### src/rtl/stopwatch_disp_mux.sv
// -----------------------------------------------------------------------------
// stopwatch_disp_mux
//
// Time-multiplexed four-digit seven-segment driver for the Basys 3
// common-anode display. It shows the stopwatch digits in M.SS.D format.
// One digit is lit per refresh slot of REFRESH_DIV clock cycles. The four
// input digits are captured once per full scan frame, on the idx 3->0 wrap,
// so a single frame never mixes old and new digits.
//
// Parameters
//   REFRESH_DIV : clock cycles each digit stays lit (>= 2)
//   DP_MASK     : bit i = 1 lights the decimal point on digit i
//
// Ports
//   clk            : system clock
//   rst_n          : asynchronous active-low reset
//   d3, d2, d1, d0 : BCD digits (d3 = minutes, d0 = tenths of a second)
//   blank          : 1 = all anodes off; scanning continues underneath
//   an             : anode enables, active-low, an[3] is the leftmost digit
//   seg            : segments {g,f,e,d,c,b,a}, active-low
//   dp             : decimal point, active-low
//
// Build option
//   DISP_LZB_EN : when defined, a zero on the minutes digit (digit 3) is
//                 blanked. Its anode and decimal point stay driven, so the
//                 display reads " .SS.D".
// -----------------------------------------------------------------------------
module stopwatch_disp_mux #(
  parameter int unsigned REFRESH_DIV = 100000,
  parameter logic [3:0]  DP_MASK     = 4'b1010
) (
  input  logic       clk,
  input  logic       rst_n,
  input  logic [3:0] d3,
  input  logic [3:0] d2,
  input  logic [3:0] d1,
  input  logic [3:0] d0,
  input  logic       blank,
  output logic [3:0] an,
  output logic [6:0] seg,
  output logic       dp
);

  localparam int unsigned    CNT_W    = (REFRESH_DIV > 32'd1) ? $clog2(REFRESH_DIV) : 1;
  localparam logic [CNT_W-1:0] CNT_LAST = CNT_W'(REFRESH_DIV - 32'd1);

  localparam logic [6:0] SEG_RESET = 7'b1000000;
  localparam logic [6:0] SEG_OFF   = 7'b1111111;

  // BCD to active-low {g,f,e,d,c,b,a}; non-BCD codes show a dash (g only)
  function automatic logic [6:0] seg_decode(input logic [3:0] val);
    logic [6:0] pat;
    case (val)
      4'd0:    pat = 7'b1000000;
      4'd1:    pat = 7'b1111001;
      4'd2:    pat = 7'b0100100;
      4'd3:    pat = 7'b0110000;
      4'd4:    pat = 7'b0011001;
      4'd5:    pat = 7'b0010010;
      4'd6:    pat = 7'b0000010;
      4'd7:    pat = 7'b1111000;
      4'd8:    pat = 7'b0000000;
      4'd9:    pat = 7'b0010000;
      default: pat = 7'b0111111;
    endcase
    return pat;
  endfunction

  // One-hot-low anode pattern for a digit index
  function automatic logic [3:0] an_decode(input logic [1:0] idx);
    logic [3:0] pat;
    case (idx)
      2'd0:    pat = 4'b1110;
      2'd1:    pat = 4'b1101;
      2'd2:    pat = 4'b1011;
      2'd3:    pat = 4'b0111;
      default: pat = 4'b1111;
    endcase
    return pat;
  endfunction

  logic [CNT_W-1:0] cnt_r;
  logic [1:0]       idx_r;
  logic [3:0]       s3_r;
  logic [3:0]       s2_r;
  logic [3:0]       s1_r;
  logic [3:0]       s0_r;
  logic [3:0]       an_r;
  logic [6:0]       seg_r;
  logic             dp_r;

  logic             tick_s;
  logic             wrap_s;
  logic [1:0]       idx_next_s;
  logic [3:0]       digit_val_s;
  logic [6:0]       seg_next_s;
  logic [3:0]       an_next_s;
  logic             dp_next_s;

  // Slot boundary, frame boundary and the index the outputs will show next
  always_comb begin
    tick_s     = (cnt_r == CNT_LAST);
    wrap_s     = tick_s && (idx_r == 2'd3);
    idx_next_s = idx_r;
    if (tick_s) begin
      idx_next_s = idx_r + 2'd1;
    end else begin
      idx_next_s = idx_r;
    end
  end

  // Value of the next digit. On the wrap edge the snapshot is being loaded
  // in the same cycle, so digit 0 comes straight from the input instead of
  // the stale snapshot register.
  always_comb begin
    digit_val_s = s0_r;
    if (wrap_s) begin
      digit_val_s = d0;
    end else begin
      case (idx_next_s)
        2'd0:    digit_val_s = s0_r;
        2'd1:    digit_val_s = s1_r;
        2'd2:    digit_val_s = s2_r;
        2'd3:    digit_val_s = s3_r;
        default: digit_val_s = s0_r;
      endcase
    end
  end

  // Next segment, anode and decimal-point patterns
  always_comb begin
    seg_next_s = seg_decode(digit_val_s);
`ifdef DISP_LZB_EN
    if ((idx_next_s == 2'd3) && (digit_val_s == 4'd0)) begin
      seg_next_s = SEG_OFF;
    end else begin
      seg_next_s = seg_decode(digit_val_s);
    end
`endif
    if (blank) begin
      an_next_s = 4'b1111;
    end else begin
      an_next_s = an_decode(idx_next_s);
    end
    dp_next_s = ~DP_MASK[idx_next_s];
  end

  // Refresh divider and digit index
  always_ff @(posedge clk or negedge rst_n) begin
    if (!rst_n) begin
      cnt_r <= '0;
      idx_r <= 2'd0;
    end else begin
      if (tick_s) begin
        cnt_r <= '0;
      end else begin
        cnt_r <= cnt_r + CNT_W'(1'b1);
      end
      idx_r <= idx_next_s;
    end
  end

  // Per-frame snapshot of the input digits
  always_ff @(posedge clk or negedge rst_n) begin
    if (!rst_n) begin
      s3_r <= 4'd0;
      s2_r <= 4'd0;
      s1_r <= 4'd0;
      s0_r <= 4'd0;
    end else if (wrap_s) begin
      s3_r <= d3;
      s2_r <= d2;
      s1_r <= d1;
      s0_r <= d0;
    end else begin
      s3_r <= s3_r;
      s2_r <= s2_r;
      s1_r <= s1_r;
      s0_r <= s0_r;
    end
  end

  // Registered display outputs; they only move on a slot edge or one edge
  // after blank changes, because their next values are stable otherwise
  always_ff @(posedge clk or negedge rst_n) begin
    if (!rst_n) begin
      an_r  <= 4'b1110;
      seg_r <= SEG_RESET;
      dp_r  <= ~DP_MASK[0];
    end else begin
      an_r  <= an_next_s;
      seg_r <= seg_next_s;
      dp_r  <= dp_next_s;
    end
  end

  assign an  = an_r;
  assign seg = seg_r;
  assign dp  = dp_r;

endmodule

### config.mk
export PLATFORM = sky130hd
export DESIGN_NAME = stopwatch_disp_mux
export DESIGN_NICKNAME = d
export VERILOG_FILES = /design/src/rtl/stopwatch_disp_mux.sv
export SDC_FILE = /design/constraint.sdc
export NUM_CORES = 1
export LEC_CHECK = 0
export CAP_MARGIN = 20
export CELL_PAD_IN_SITES_DETAIL_PLACEMENT = 0
export CELL_PAD_IN_SITES_GLOBAL_PLACEMENT = 1
export CORE_ASPECT_RATIO = 1.5
export CORE_MARGIN = 1.5
export CORE_UTILIZATION = 48
export CTS_BUF_LIST = sky130_fd_sc_hd__clkbuf_8
export CTS_CLUSTER_DIAMETER = 40
export DETAILED_ROUTE_END_ITERATION = 8
export GPL_ROUTABILITY_DRIVEN = 0
export PLACE_DENSITY = 0.84
export SLEW_MARGIN = 30
export SYNTH_ARGS = -nofsm -noshare
export SYNTH_HDL_FRONTEND = slang
export SYNTH_SLANG_ARGS = --single-unit
### constraint.sdc
create_clock -name clk -period 4.4 [get_ports clk]
set_input_delay 0.88 -clock clk [delete_from_list [all_inputs] [get_ports clk]]
set_output_delay 0.88 -clock clk [all_outputs]
set_load 0.05 [all_outputs]
=== Word-level counts from Yosys, hierarchy flattened ===
Memories as Yosys holds them, arrays and structs flattened. A register that Yosys moved wholly into a read port is not among the register bits.
Cells that the tools add are included.

* Input port bits: 19
* Memories: 1
* Memory bits (read-only): 112
* Logic and storage cells: 29
* Output and inout bits: 12
* Register bits: 40

* Equal/unequal tests: 5
* Order comparisons: 1
* Reduce and logical (&&, ||, !) cells: 3
* $add $sub $neg: 2
* Multiplexer cells: 8
* Bitwise logic cells: 1

{| class="wikitable"
|+ Memory list
! memory !! words !! width !! rd ports !! clocked after memory_dff !! wr ports !! line !! source
|-
| (name not given) || 16 || 7 || 1 || 1 || 0 || 53 || <nowiki>case (val)</nowiki>
|}

{| class="wikitable"
|+ Operators by type and width
! cell !! count
|-
| 4-bit case mux with 4 select lines || 2
|-
| 17-bit by 1-bit adder with 17-bit output (second input constant) || 1
|-
| 17-bit equality test (second input constant) || 1
|-
| 17-bit two-way mux || 1
|-
| 4-bit two-way mux || 2
|-
| 2-bit equality test (second input constant) || 3
|-
| 2-bit by 3-bit < comparator with 1-bit output (second input constant) || 1
|-
| 2-bit by 1-bit adder with 2-bit output (second input constant) || 1
|-
| 1-bit binary-select mux with 2-bit select || 1
|-
| 2-bit by 1-bit equality test with 1-bit output (second input constant) || 1
|-
| 2-bit zero test || 1
|-
| 2-bit two-way mux || 1
|-
| 1-bit logical AND || 1
|-
| 1-bit zero test || 1
|-
| 1-bit two-way mux || 1
|-
| 1-bit NOT || 1
|}

=== Logic depth before layout (Yosys ltp) ===
Gate-level depths: netlist of run 1.

* Depth after elaboration: 5
* Depth in mapped cells: 11
* Mapped depth without buffers: 10

=== Worst setup path before layout of run 1 ===
No wires, ideal clock.

* Kind: register to register
* From: register cnt_r[8]
* To: register seg_r[3], in the netlist seg[3]
* Required time: 4.310 ns
* Setup time: 0.090 ns
* Clock period less this slack: 2.617 ns
* Data arrival time: 2.527 ns
* Cell stages (with the launch flop): 10
* Path buffers: 1
* Setup slack: 1.783 ns
* Cell sequence: dfrtp_1 -> or4_4 -> nor4_4 -> buf_6 -> mux2_2 -> o21a_1 -> or2_4 -> inv_1 -> ha_1 -> o221ai_1

* Longest elaborated chain between the ends: 5
* Elaborated cells on any way between the ends: 9
* Those cells by class: 4 x eq/ne; 3 x mux; 2 x reduce/logical

{| class="wikitable"
|+ Ends and longest elaborated chain
! item !! line !! source
|-
| start, declared || 82 || <nowiki>logic [CNT_W-1:0] cnt_r;</nowiki>
|-
| start signal, assigned || 157 || <nowiki>cnt_r <= cnt_r + CNT_W'(1'b1);</nowiki>
|-
| 17-bit equality test (*) || 102 || <nowiki>tick_s = (cnt_r == CNT_LAST);</nowiki>
|-
| 2-bit two-way mux || 105 || <nowiki>if (tick_s) begin</nowiki>
|-
| 2-bit equality test (tied with other cells) || 120 || <nowiki>case (idx_next_s)</nowiki>
|-
| 4-bit case mux with 4 select lines || 120 ||
|-
| 4-bit two-way mux (*) || 117 || <nowiki>if (wrap_s) begin</nowiki>
|-
| end, declared || 89 || <nowiki>logic [6:0] seg_r;</nowiki>
|}

Mark *: on every way between the ends. The rest lies on a longest branch, timed or not.
A chain may end at the register's enable or synchronous reset.

=== Worst setup path in the final report of run 1 ===
* From: register cnt_r[8]
* To: register seg_r[3], in the netlist seg[3]

* Longest elaborated chain between the ends: 5
* Elaborated cells on any way between the ends: 9
* Those cells by class: 4 x eq/ne; 3 x mux; 2 x reduce/logical

{| class="wikitable"
|+ Ends and longest elaborated chain
! item !! line !! source
|-
| 17-bit equality test (*) || 102 ||
|-
| 2-bit two-way mux (*) || 105 ||
|-
| net idx_next_s[1] || 94 || <nowiki>logic [1:0] idx_next_s;</nowiki>
|-
| 2-bit equality test (tied with other cells) || 120 ||
|-
| 4-bit case mux with 4 select lines (*) || 120 ||
|-
| 4-bit two-way mux (*) || 117 ||
|}

The timed path passes the listed nets; every way through them passes the cells marked *.

==> results of run 1 <==
[cell usage after synthesis, drive strengths merged, types with 2 or more instances]
| library cell | number |
|---|---|
| a21oi | 6 |
| a31oi | 2 |
| and2 | 2 |
| and3 | 3 |
| buf | 7 |
| clkbuf | 5 |
| dfrtp | 42 |
| dfstp | 5 |
| ha | 5 |
| inv | 7 |
| mux2 | 6 |
| mux2i | 6 |
| mux4 | 4 |
| nand2 | 49 |
| nand2b | 5 |
| nand3 | 11 |
| nand4 | 4 |
| nor2 | 19 |
| nor2b | 2 |
| nor3 | 3 |
| nor3b | 2 |
| o211ai | 2 |
| o21a | 2 |
| o21ai | 4 |
| o21bai | 2 |
| or2 | 2 |
| or3 | 2 |
| xnor2 | 9 |
| xor2 | 6 |
[metrics by stage]
| stage | hold WS (ns) | util | area, um2 | cells |
|---|---|---|---|---|
| final | 0.4796 | 0.5995 | 2907 | 336 |
| after global routing | 0.5171 | 0.5995 | 2907 | 336 |
| after CTS | 0.4851 | 0.5995 | 2907 | 336 |
| after detailed placement | 0.4739 | 0.5721 | 2774 | 328 |
| after global placement | 0.4579 | 0.5716 | 2771 | 328 |
| after floorplan | 0.4461 | - | 2429 | 241 |
[worst min path at each step]
| stage | start | endpoint | depth (start not counted) |
|---|---|---|---|
| 3_5_place_dp | cnt_r[0] | cnt_r[0] | 1 |
| 3_3_place_gp | cnt_r[0] | cnt_r[0] | 1 |
| 2_1_floorplan | s0_r[0] | s0_r[0] | 2 |
| 5_1_grt | cnt_r[8] | cnt_r[8] | 1 |
| 4_1_cts | cnt_r[0] | cnt_r[0] | 1 |
| 6_report | cnt_r[0] | cnt_r[0] | 1 |
[worst max-delay path: cells and delay by family, from the launching register on]
kind / cells / cell delay (ns)
fa+ha+maj: 1 / 0.24
buf+inv: 2 / 0.44
flops: 1 / 0.41
simple gates: 3 / 0.99
mux: 1 / 0.40
compound gates: 2 / 0.43
[metal layers]
layer	vias up	GRT usage	routed length [um]
met2	26	0.3200	2482
met4	0	0.06159	64
met3	6	0.04460	107
li1	880	-	-
met5	-	0	0
met1	829	0.2391	1916
[placed cells by master (no fill, tap or decap), drive strengths merged, types with 5 or more instances in the layout]
cell,synthesis,routed
xnor2,9,9
mux2,6,6
nor2,19,19
ha,5,5
dfrtp,42,42
a21oi,6,6
clkbuf,5,5
mux2i,6,6
inv,7,8
nand2,49,49
clkdlybuf4s50,0,29
nand3,11,11
nand2b,5,5
dfstp,5,5
xor2,6,6
[flip-flops by register name, summed over array words and instances, names as in the netlist]
name / cells
idx_r: 2
seg: 7
s0_r: 4
an: 4
s2_r: 4
dp: 1
s1_r: 4
s3_r: 4
cnt_r: 17
[logic make-up (layout without fill, tap and decap cells)]
family          count (synthesis)  after routing  synth area share
simple gates                  110            110            0.2210
flops                          47             47            0.4869
compound gates                 29             29           0.08810
buf+inv                        19             48           0.03452
mux                            16             16           0.08965
xor+xnor                       15             15           0.05410
fa+ha+maj                       5              5           0.02576
[layout make-up]
type / count / area share
Multi-Input combinational cell: 175 / 0.3999
Clock inverter: 3 / 0.02195
Timing Repair Buffer: 33 / 0.1102
Clock buffer: 5 / 0.02368
Inverter: 7 / 0.009040
Sequential cell: 47 / 0.4068
Tap cell: 66 / 0.02841
[power breakdown]
part / leakage, nW / total, mW / internal [mW] / switching, mW
registers: 0.530 / 0.436 / 0.435 / 0.00100
clock network: 0.0695 / 0.366 / 0.225 / 0.141
logic: 0.630 / 0.0481 / 0.0219 / 0.0262
total: 1.23 / 0.850 / 0.682 / 0.169
==> impl_metrics.env, run 1 <==
export IMPL_ctsResizeCount=0
export IMPL_syn_inst=241
export IMPL_clock_root_buffer="clkbuf_8"
export IMPL_grt_ovfl_total=0
export IMPL_die_h_um=90.12
export IMPL_core_area_um2=4848
export IMPL_p_leak_nw=1.230
export IMPL_synth_edf_count=0
export IMPL_first_pass_iters=4
export IMPL_crit_type="reg -> reg"
export IMPL_post_synth_cell_area_avg_um2=10.08
export IMPL_grt_use_total=0.1927
export IMPL_slowest_delay_ns=0.56
export IMPL_port_buffers=30
export IMPL_fin_crit_ns=3.017
export IMPL_drv_cap=0
export IMPL_antenna_left=0
export IMPL_synth_cell_type_count=50
export IMPL_initial_utilization=0.5009
export IMPL_yosysSeqAreaShare=0.4869
export IMPL_nets=293
export IMPL_dieArea_um2=5504
export IMPL_synth_main_ff_cell="dfrtp_1"
export IMPL_tightest_slew_ns=0.5955
export IMPL_clk_latency_ns=0.30
export IMPL_via_per_inst=5.182
export IMPL_wl_per_cell_um=13.60
export IMPL_synth_top_area_share=0.4328
export IMPL_endpoint="seg[3]"
export IMPL_ys_async_sr_fraction=1.000
export IMPL_r2r_cells=9
export IMPL_arrival_ns=3.22
export IMPL_slowest_stage="or4_4"
export IMPL_worstPathCellList="or4_4, nor4_4, buf_4, mux2_2, o21a_1, or2_4, inv_1, ha_1, o221ai_1"
export IMPL_finalPower_uw=850.3
export IMPL_syn2layout_area_growth_pct=19.68
export IMPL_finalSetupViolations=0
export IMPL_num_vias=1741
export IMPL_multi_input_area_um2=1162
export IMPL_yosysTopAreaCell="dfrtp_1"
export IMPL_r2r_start="cnt_r[8]"
export IMPL_grt_setup_unrepaired="false"
export IMPL_crit_start="cnt_r[8]"
export IMPL_p_per_area_nw_per_um2=292.5
export IMPL_drive_gt1_frac=0.1185
export IMPL_cp_required_ns=4.60
export IMPL_cts_hold_buf=0
export IMPL_synth_area_um2=2429
export IMPL_worst_slack_ns=1.383
export IMPL_slew_violations=0
export IMPL_drc=0
export IMPL_grt_pass1_wl_um=8079
export IMPL_wl_um=4571
export IMPL_ys_top_cells_by_area="dfrtp_1, nand2_1, dfstp_2, mux4_2, xnor2_1"
export IMPL_grt_pass1_vias=1738
export IMPL_h_tree_depth=2
export IMPL_r2r_setup_slack_ns=1.38
export IMPL_finClkSkew_ns=0.01097
export IMPL_ir_drop_mv=0.2050
export IMPL_num_antenna_cells=0
export IMPL_grt_max_degree=48
export IMPL_num_fill_cells=443
export IMPL_synth_nets=265
export IMPL_drt_iter0_drc=48
export IMPL_numClockSinks=47
export IMPL_setup_tns_ns=0
export IMPL_path_max_fanout=31
export IMPL_yosys_warnings=0
export IMPL_num_rows=31
export IMPL_startpoint_type="flop"
export IMPL_fmax_mhz=331.4
export IMPL_hold_path_class="reg -> reg"
export IMPL_numCtsBuffers=5
export IMPL_run_status="finished, final reports clean"
export IMPL_cts_clk_slew_worst_paths_ns=0.09
export IMPL_register_area_um2=1182
export IMPL_finalHoldViolations=0
export IMPL_max_clock_path_buffers=2
export IMPL_slew_headroom=0.6030
export IMPL_worstSetupEndpointType="flop"
export IMPL_die_w_um=61.08
export IMPL_io_pins=31
export IMPL_period_share=0.6858
export IMPL_rr_endpoint="seg[3]"
export IMPL_place_ws_ns=1.397
export IMPL_ys_ff_latch=47
export IMPL_cts_setup_buffers=0
export IMPL_dp_hpwl_um=3321
export IMPL_antenna_found_initial=0
export IMPL_cts_tree="yes"
(Power assumes the default switching activity.)
==> run 2, diff against run 1 <==
--- a/config.mk
+++ b/config.mk
@@ -10,12 +10,12 @@
 export CELL_PAD_IN_SITES_GLOBAL_PLACEMENT = 1
 export CORE_ASPECT_RATIO = 1.5
 export CORE_MARGIN = 1.5
-export CORE_UTILIZATION = 48
+export CORE_UTILIZATION = 44
 export CTS_BUF_LIST = sky130_fd_sc_hd__clkbuf_8
 export CTS_CLUSTER_DIAMETER = 40
 export DETAILED_ROUTE_END_ITERATION = 8
 export GPL_ROUTABILITY_DRIVEN = 0
-export PLACE_DENSITY = 0.84
+export PLACE_DENSITY = 0.78
 export SLEW_MARGIN = 30
 export SYNTH_ARGS = -nofsm -noshare
 export SYNTH_HDL_FRONTEND = slang
==> constraint.sdc (replaced) <==
create_clock -name clk -period 3.1 [get_ports clk]
set_input_delay 0.62 -clock clk [delete_from_list [all_inputs] [get_ports clk]]
set_output_delay 0.62 -clock clk [all_outputs]
set_load 0.05 [all_outputs]
==> impl_metrics.env, run 2 (synthesized netlist as in run 1, its figures left out) <==
export IMPL_slowest_stage="or4_4"
export IMPL_drive_gt1_frac=0.1382
export IMPL_timing_hold_ws_ns=0.3975
export IMPL_cts_tree="yes"
export IMPL_core_area_um2=5409
export IMPL_p_leak_nw=1.233
export IMPL_nets=298
export IMPL_num_vias=1785
export IMPL_numCtsBuffers=5
export IMPL_worst_slack_ns=0.3245
export IMPL_num_antenna_cells=0
export IMPL_cts_setup_buffers=0
export IMPL_most_common_layout_cells="nand2_1, dfrtp_1, clkdlybuf4s50_1"
export IMPL_p_per_area_nw_per_um2=369.6
export IMPL_worstSetupEndpointType="flop"
export IMPL_via_per_inst=5.174
export IMPL_place_area_um2=2814
export IMPL_clk_latency_ns=0.30
export IMPL_dp_hpwl_um=3396
export IMPL_ir_drop_mv=0.2662
export IMPL_largest_reg_flops=17
export IMPL_num_fill_cells=507
export IMPL_cts_clk_slew_worst_paths_ns=0.09
export IMPL_final_common_cell="nand2_1"
export IMPL_fmax_mhz=360.3
export IMPL_place_ws_ns=0.3214
export IMPL_finClkSkew_ns=0.006211
export IMPL_first_pass_iters=4
export IMPL_cts_hold_buf=0
export IMPL_grt_pass1_wl_um=8314
export IMPL_slew_headroom=0.6092
export IMPL_grt_pass1_vias=1780
export IMPL_syn2layout_area_growth_pct=19.94
export IMPL_num_rows=33
export IMPL_drt_iter0_drc=80
export IMPL_run_status="finished, final reports clean"
export IMPL_drc=0
export IMPL_startpoint_type="flop"
export IMPL_finalSetupViolations=0
export IMPL_antenna_left=0
export IMPL_numClockSinks=47
export IMPL_worstPathCellList="or4_4, nor4_4, buf_4, mux2_2, o21a_1, or2_4, inv_1, ha_1, o221ai_1"
export IMPL_fin_crit_ns=2.776
export IMPL_arrival_ns=2.99
export IMPL_ctsResizeCount=0
export IMPL_die_w_um=63.66
export IMPL_finalPower_mw=1.077
export IMPL_cp_top_family="simple AND/OR/NAND/NOR gates"
export IMPL_crit_type="reg -> reg"
export IMPL_port_buffers=30
export IMPL_finalHoldViolations=0
export IMPL_antenna_found_initial=0
export IMPL_path_max_fanout=8
export IMPL_grt_ovfl_total=0
export IMPL_initial_utilization=0.4490
export IMPL_utilization=0.5385
export IMPL_cp_required_ns=3.31
export IMPL_die_h_um=93.99
export IMPL_tightest_slew_ns=0.5862
export IMPL_max_clock_path_buffers=2
export IMPL_dieArea_um2=5983
export IMPL_h_tree_depth=2
export IMPL_instances_no_fill=345
export IMPL_grt_max_degree=48
export IMPL_final_area_um2=2913
export IMPL_drv_cap=0
export IMPL_io_pins=31
export IMPL_hold_path_class="in -> async"
export IMPL_setup_tns_ns=0
export IMPL_wl_per_cell_um=13.30
export IMPL_worst_path_buf_inv=2
export IMPL_grt_use_total=0.1794
export IMPL_dp_cells=337
export IMPL_largest_register="cnt_r"
export IMPL_slowest_delay_ns=0.55
export IMPL_wl_um=4588
export IMPL_period_share=0.8953
export IMPL_clock_root_buffer="clkbuf_8"
export IMPL_slew_violations=0
export IMPL_grt_setup_unrepaired="false"
## run 2: cell types whose count changed in the layout (fill, tap and decap cells not counted), sizes merged
cell	before	now
buf	4	9
clkinvlp	0	1
clkinv	0	1
clkbuf	5	6
bufinv	2	0
inv	8	7
## run 2: routing by layer
metal | share of wire | global-route usage | vias to the layer above
li1 | - | - | 888
met1 | 0.40 | 0.2090 | 857
met2 | 0.55 | 0.3167 | 33
met3 | 0.026 | 0.03597 | 7
met4 | 0.023 | 0.07790 | 0
met5 | 0 | 0 | -
## run 2: final timing paths
check                      startpoint        to  slack [ns]  cells after the start
setup / recovery             cnt_r[8]    seg[3]        0.32                      9
hold / removal                  rst_n  cnt_r[3]        0.40                      2
setup reg to reg             cnt_r[8]    seg[3]        0.32                      9
hold reg to reg              cnt_r[0]  cnt_r[0]        0.48                      1
max in group asynchronous       rst_n   s0_r[3]        2.30                      2
min in group clk             cnt_r[0]  cnt_r[0]        0.48                      1
## run 2: area by class of cell
cell class / instances / area [um2] / share of cell area
Clock buffer: 6 / 82.58 / 0.02835
Clock inverter: 2 / 16.27 / 0.005584
Inverter: 7 / 26.28 / 0.009021
Multi-Input combinational cell: 175 / 1162 / 0.3991
Sequential cell: 47 / 1182 / 0.4059
Tap cell: 70 / 87.58 / 0.03007
Timing Repair Buffer: 38 / 355.3 / 0.1220
## run 2: power breakdown
group	switching, mW	internal, mW	total, mW
sequential	0.00156	0.617	0.619
clock	0.206	0.182	0.388
combinational	0.0376	0.0323	0.0700
==> run 3, diff against run 2 <==
--- a/config.mk
+++ b/config.mk
@@ -5,7 +5,6 @@
 export SDC_FILE = /design/constraint.sdc
 export NUM_CORES = 1
 export LEC_CHECK = 0
-export CAP_MARGIN = 20
 export CELL_PAD_IN_SITES_DETAIL_PLACEMENT = 0
 export CELL_PAD_IN_SITES_GLOBAL_PLACEMENT = 1
 export CORE_ASPECT_RATIO = 1.5
==> results of run 3 <==
No change in the layout: final DEF, timing and power equal those of run 2.
==> variant 1: new RTL, flow settings as in run 2 <==
Add a define of `DISP_LZB_EN`.
--- a/src/rtl/stopwatch_disp_mux.sv
+++ b/src/rtl/stopwatch_disp_mux.sv
@@ -27,2 +27,4 @@
 // -----------------------------------------------------------------------------
+`define DISP_LZB_EN
+
 module stopwatch_disp_mux #(
Check against the original RTL: same outputs for any inputs over 10 cycles, from zero or initial values and one cycle with rst_n low; that may be too few to reach the edited logic, so the function may still have changed.
==> variant 1 against run 2 <==
  * Setup slack got worse by 0.049 ns
  * Combinational power increased by 8.3%
  * Synthesized cell count decreased by 11%
  * Wire length increased by 5.8%
  * Sequential share of layout area increased by 0.37 points
  * Total power increased by 9.1%
  * First-iteration DRC count increased by 8.8%
  * Final area decreased by 0.90%
  * Sequential cell count unchanged
  * Worst hold slack got worse by 0.083 ns
  * Area after synthesis decreased by 0.88%
  * Critical path type unchanged
  * Largest power group unchanged
==> variant 1: results (changes against run 2) <==
Global routing
  – Met1 Resource Use GR: 19.3% (was 20.9%)
  – Number of global-route vias before repair: 1786 (was 1780)
  – First-pass GRT wire length: 8290 µm (was 8310 µm)
  – Largest net degree at the start of global routing: 48 (unchanged)
  – Met2 Track Usage GR: 34.1% (was 31.7%)
  – Antenna violations before repair: 0 (unchanged)
  – Met3 Track Usage GR: 3.73% (was 3.60%)
  – GR Util All Layers: 18.2% (was 17.9%)

Status
  – Outcome: finished, final reports clean (unchanged)

Finish
  – Clock buf/inv share: 4.07% (was 3.39%)
  – Filler instances: 471 (was 507)
  – Nonclk buf count: 35 (was 38)
  – Multi-input combinational area share: 39.0% (was 39.9%)
  – Multi-input gates: 147 (was 175)
  – Layout cells sized above 1: 21.4% (was 13.8%)
  – Inverters: 11 (was 7)
  – Seq Cell Count: 47 (unchanged)
  – Data buffer area share: 11.6% (was 12.2%)
  – Nets@finish: 271 (was 298)

Synth
  – Post-synthesis xor/xnor area fraction: 5.09% (was 5.41%)
  – Largest cells by area after synthesis: dfrtp_1, mux2_2, dfstp_2 (was dfrtp_1, nand2_1, dfstp_2)
  – Top post-synthesis cells by count: dfrtp_1, nand2_1, mux2_2, nor2_1, nand3_1 (was nand2_1, dfrtp_1, nor2_1)
  – Synth Area in Adders: 2.60% (was 2.58%)
  – Synth cell types: 48 (was 50)
  – Ys flop type: dfrtp_1 (unchanged)
  – Compound-Gate Fraction of Synth Area: 9.88% (was 8.81%)
  – Post-synthesis sequential area ratio: 49.1% (was 48.7%)
  – Net count after synthesis: 238 (was 265)
  – Multiplexer area fraction after synthesis: 13.0% (was 8.96%)
  – Ys Warns: 0 (unchanged)
  – FFs w/ async S/R, synth: 100% (unchanged)
  – Synthesized area per cell: 11.2 µm² (was 10.1 µm²)

Detailed routing
  – WL final: 4850 µm (was 4590 µm)
  – Via count: 1714 (was 1785)
  – Max Used Layer: met4 (unchanged)
  – DR iter-0 viols: 87 (was 80)
  – Met3 wire len: 148 µm (was 121 µm)
  – Met1 WL: 1960 µm (was 1850 µm)
  – Met2 WL post-DR: 2650 µm (was 2510 µm)
  – Routed WL per cell: 15.4 µm (was 13.3 µm)
  – First-pass iteration count of the detailed router: 4 (unchanged)

Placement
  – Cells after DPL: 308 (was 337)
  – Detail Placement HPWL: 3560 µm (was 3400 µm)
  – Pre-CTS WS: 0.187 ns (was 0.321 ns)
  – Port bufs: 30 (unchanged)

Timing
  – Fin crit share: 91.1% (was 89.5%)
  – Clk_skew: 0.00770 ns (was 0.00621 ns)
  – Worst Tran Pin Value: 0.649 ns (was 0.586 ns)
  – Hold WS: 0.314 ns (was 0.398 ns)

Setup path
  – Max FO, Critical Path: 6 (was 8)
  – Critical Path AT: 3.04 ns (was 2.99 ns)
  – Reg2reg setup slack: 0.28 ns (was 0.32 ns)

CTS
  – Clock buffer depth: 2 (unchanged)

Power and ir drop
  – Leakage: 1.24 nW (was 1.23 nW)
  – Worst IR drop on VDD: 0.258 mV (was 0.266 mV)
  – Switch share: 21.2% (was 22.7%)
[variant 1: changes by cell type in the layout (fill, tap and decap cells not counted), moves of 3 or more]
| cell | before | now |
|---|---|---|
| xnor2_1 | 9 | 6 |
| nand2_1 | 49 | 18 |
| nand2b_1 | 5 | 0 |
| mux2_2 | 6 | 15 |
| nor2_1 | 19 | 15 |
| o21ai_0 | 4 | 7 |
| or3_1 | 2 | 6 |
[variant 1: final timing paths]
kind / startpoint / to / cells after the start
worst max-delay path: cnt_r[0] / seg[4] / 12
worst min-delay path: rst_n / seg[5] / 1
worst max register to register: cnt_r[0] / seg[4] / 12
worst min register to register: cnt_r[0] / cnt_r[0] / 1
max in group asynchronous: rst_n / an[0] / 1
min in group clk: cnt_r[0] / cnt_r[0] / 1
[variant 1: power by group through the flow]
stage | sequential (mW) | clock, mW | combinational [mW]
CTS | 0.633 | 0.478 | 0.0773
detailed placement | 0.645 | 0 | 0.0771
global route | 0.634 | 0.504 | 0.0833
floorplan | 0.654 | 0 | 0.0196
finish | 0.632 | 0.466 | 0.0758
global placement | 0.644 | 0 | 0.0758
[variant 1: critical path: stages (launching register included)]
cell and delay, ns:
dfrtp_1 0.40, ha_1 0.22, and4_4 0.27, and4_1 0.30, mux2_4 0.34, o211ai_2 0.16
o2bb2a_4 0.20, inv_2 0.10, ha_1 0.15, inv_1 0.06, nor2_1 0.21, mux2i_1 0.13
a32oi_1 0.21
[variant 1: per-stage QoR]
stage / area (µm²) / util [%]
3_5_place_dp: 2770 / 53.2
2_1_floorplan: 2410 / -
4_1_cts: 2890 / 55.5
5_1_grt: 2890 / 55.5
3_3_place_gp: 2770 / 53.1
6_report: 2890 / 55.5
[variant 1: timing repair]
action | 4_1_cts | 5_1_grt
resized for setup | 0 | 1
endpoints found under the hold margin | 0 | 0
endpoints found under the setup margin | 0 | 1
==> variant 2: new RTL, flow settings as in run 2 <==
Made on the original files. Reset style: synchronous (`rst_n`), changed in 3 clocked blocks. Comments in the files are not updated.
--- a/src/rtl/stopwatch_disp_mux.sv
+++ b/src/rtl/stopwatch_disp_mux.sv
@@ -148,3 +148,3 @@
   // Refresh divider and digit index
-  always_ff @(posedge clk or negedge rst_n) begin
+  always_ff @(posedge clk) begin
     if (!rst_n) begin
@@ -163,3 +163,3 @@
   // Per-frame snapshot of the input digits
-  always_ff @(posedge clk or negedge rst_n) begin
+  always_ff @(posedge clk) begin
     if (!rst_n) begin
@@ -184,3 +184,3 @@
   // after blank changes, because their next values are stable otherwise
-  always_ff @(posedge clk or negedge rst_n) begin
+  always_ff @(posedge clk) begin
     if (!rst_n) begin
Formal check against the unedited RTL: differs if rst_n is asserted again (counterexample within 4 cycles, from zero or initial values and one cycle with rst_n low); with rst_n held inactive, the same outputs for 10 cycles.
==> variant 2 against run 2 <==
  * Largest power group unchanged
  * Sequential cell count unchanged
  * Wire length shrank 9.2%
  * Setup slack got worse by 0.076 ns
  * Global-route usage about the same
  * Synthesized cell count down 0.83%
  * Area after synthesis down 16%
  * Critical endpoint is now seg[3]
  * Non-clock buffer count grew 3
  * Highest routed layer unchanged
  * Total power increased by 3.4%
  * Final area fell by 12%
  * Critical path depth grew 3
==> variant 2: results (changes against run 2) <==
Synth
  – Net count after synthesis: 263 (was 265)
  – Synthesized area per cell: 8.56 µm² (was 10.1 µm²)
  – Top post-synthesis cells by count: dfxtp_1, nand2_1, nor2_1 (was nand2_1, dfrtp_1, nor2_1)
  – FFs w/ async S/R, synth: 0% (was 100%)
  – Synth cell types: 42 (was 50)
  – Post-synthesis sequential area ratio: 46.0% (was 48.7%)
  – Most numerous cell in the Yosys netlist: dfxtp_1 (was nand2_1)
  – Largest cells by area after synthesis: dfxtp_1, nand2_1, nor2_1 (was dfrtp_1, nand2_1, dfstp_2)

Detailed routing
  – Routed WL per cell: 12.7 µm (was 13.3 µm)
  – WL final: 4170 µm (was 4590 µm)
  – DR iter-0 viols: 34 (was 80)
  – First-pass iteration count of the detailed router: 5 (was 4)

Power and ir drop
  – Leakage: 0.905 nW (was 1.23 nW)
  – Switch share: 19.7% (was 22.7%)

Placement
  – Detail Placement HPWL: 3040 µm (was 3400 µm)
  – Pre-CTS WS: 0.249 ns (was 0.321 ns)
  – Cells after DPL: 319 (was 337)
  – Dpl cell area: 2450 µm² (was 2810 µm²)

Finish
  – Nets@finish: 302 (was 298)

Global routing
  – Number of global-route vias before repair: 1518 (was 1780)
  – First-pass GRT wire length: 6960 µm (was 8310 µm)
  – Largest net degree at the start of global routing: 27 (was 48)
  – Met1 Resource Use GR: 21.3% (was 20.9%)
  – GR Util All Layers: 18.0% (was 17.9%)
  – Antenna violations before repair: 0 (unchanged)
  – Met3 Track Usage GR: 4.93% (was 3.60%)

Timing
  – Worst setup margin: 0.248 ns (was 0.324 ns)
  – Worst Tran Pin Value: 0.599 ns (was 0.586 ns)
  – Clk_skew: 0.00709 ns (was 0.00621 ns)

Status
  – Outcome: finished, final reports clean (unchanged)

Setup path
  – Critical Path AT: 3.03 ns (was 2.99 ns)
==> variant 2: cell count changes after synthesis, sizes merged, moves of 5 or more <==
cell,delta
buf,-6
dfxtp,+47
nand2,-8
a21oi,+12
o21ai,+5
dfstp,-5
nor2,+9
dfrtp,-42
==> variant 2: routing by layer <==
layer | up-vias | wire length [µm]
met5 | - | 0
met4 | 0 | 52
met3 | 4 | 135
met2 | 29 | 2140
met1 | 758 | 1840
li1 | 885 | -
==> variant 2: final cells by class <==
type	count	area [µm²]
fillers	439	1930
multi-input cells	175	1040
flip-flops and latches	47	941
repair buffers	41	383
clock buffers	6	82.6
well taps	48	60.1
clock inverters	2	35.0
inverters	8	30.0
==> variant 2: worst paths after layout <==
path,from,to,depth (start not counted)
max reg2reg,cnt_r[8],seg[3],12
min,s2_r[2],s2_r[2],2
min reg2reg,s2_r[2],s2_r[2],2
max,cnt_r[8],seg[3],12
==> variant 2: power groups by stage <==
| stage | sequential [mW] | combinational [mW] | clock [mW] |
|---|---|---|---|
| after floorplan | 0.627 | 0.0133 | 0 |
| after global placement | 0.624 | 0.0454 | 0 |
| after detailed placement | 0.625 | 0.0454 | 0 |
| after CTS | 0.610 | 0.0456 | 0.470 |
| after global routing | 0.611 | 0.0490 | 0.500 |
| final | 0.610 | 0.0448 | 0.458 |
==> variant 2: logic make-up after synthesis <==
group | synth area share, %
AOI/OAI and AO/OA | 13.0
xor gates and xnor gates | 5.99
adders and majority gates | 3.06
buffers and inverters | 3.12
DFF | 46.0
muxes | 2.75
and+or+nand+nor | 26.1
==> variant 2: critical path: cells and delay by family (launching register included) <==
family / cells / cell delay, ns
AOI/OAI and AO/OA: 4 / 0.60
adders and majority gates: 1 / 0.29
buffers and inverters: 4 / 0.52
DFF: 1 / 0.35
muxes: 1 / 0.21
and+or+nand+nor: 2 / 0.77
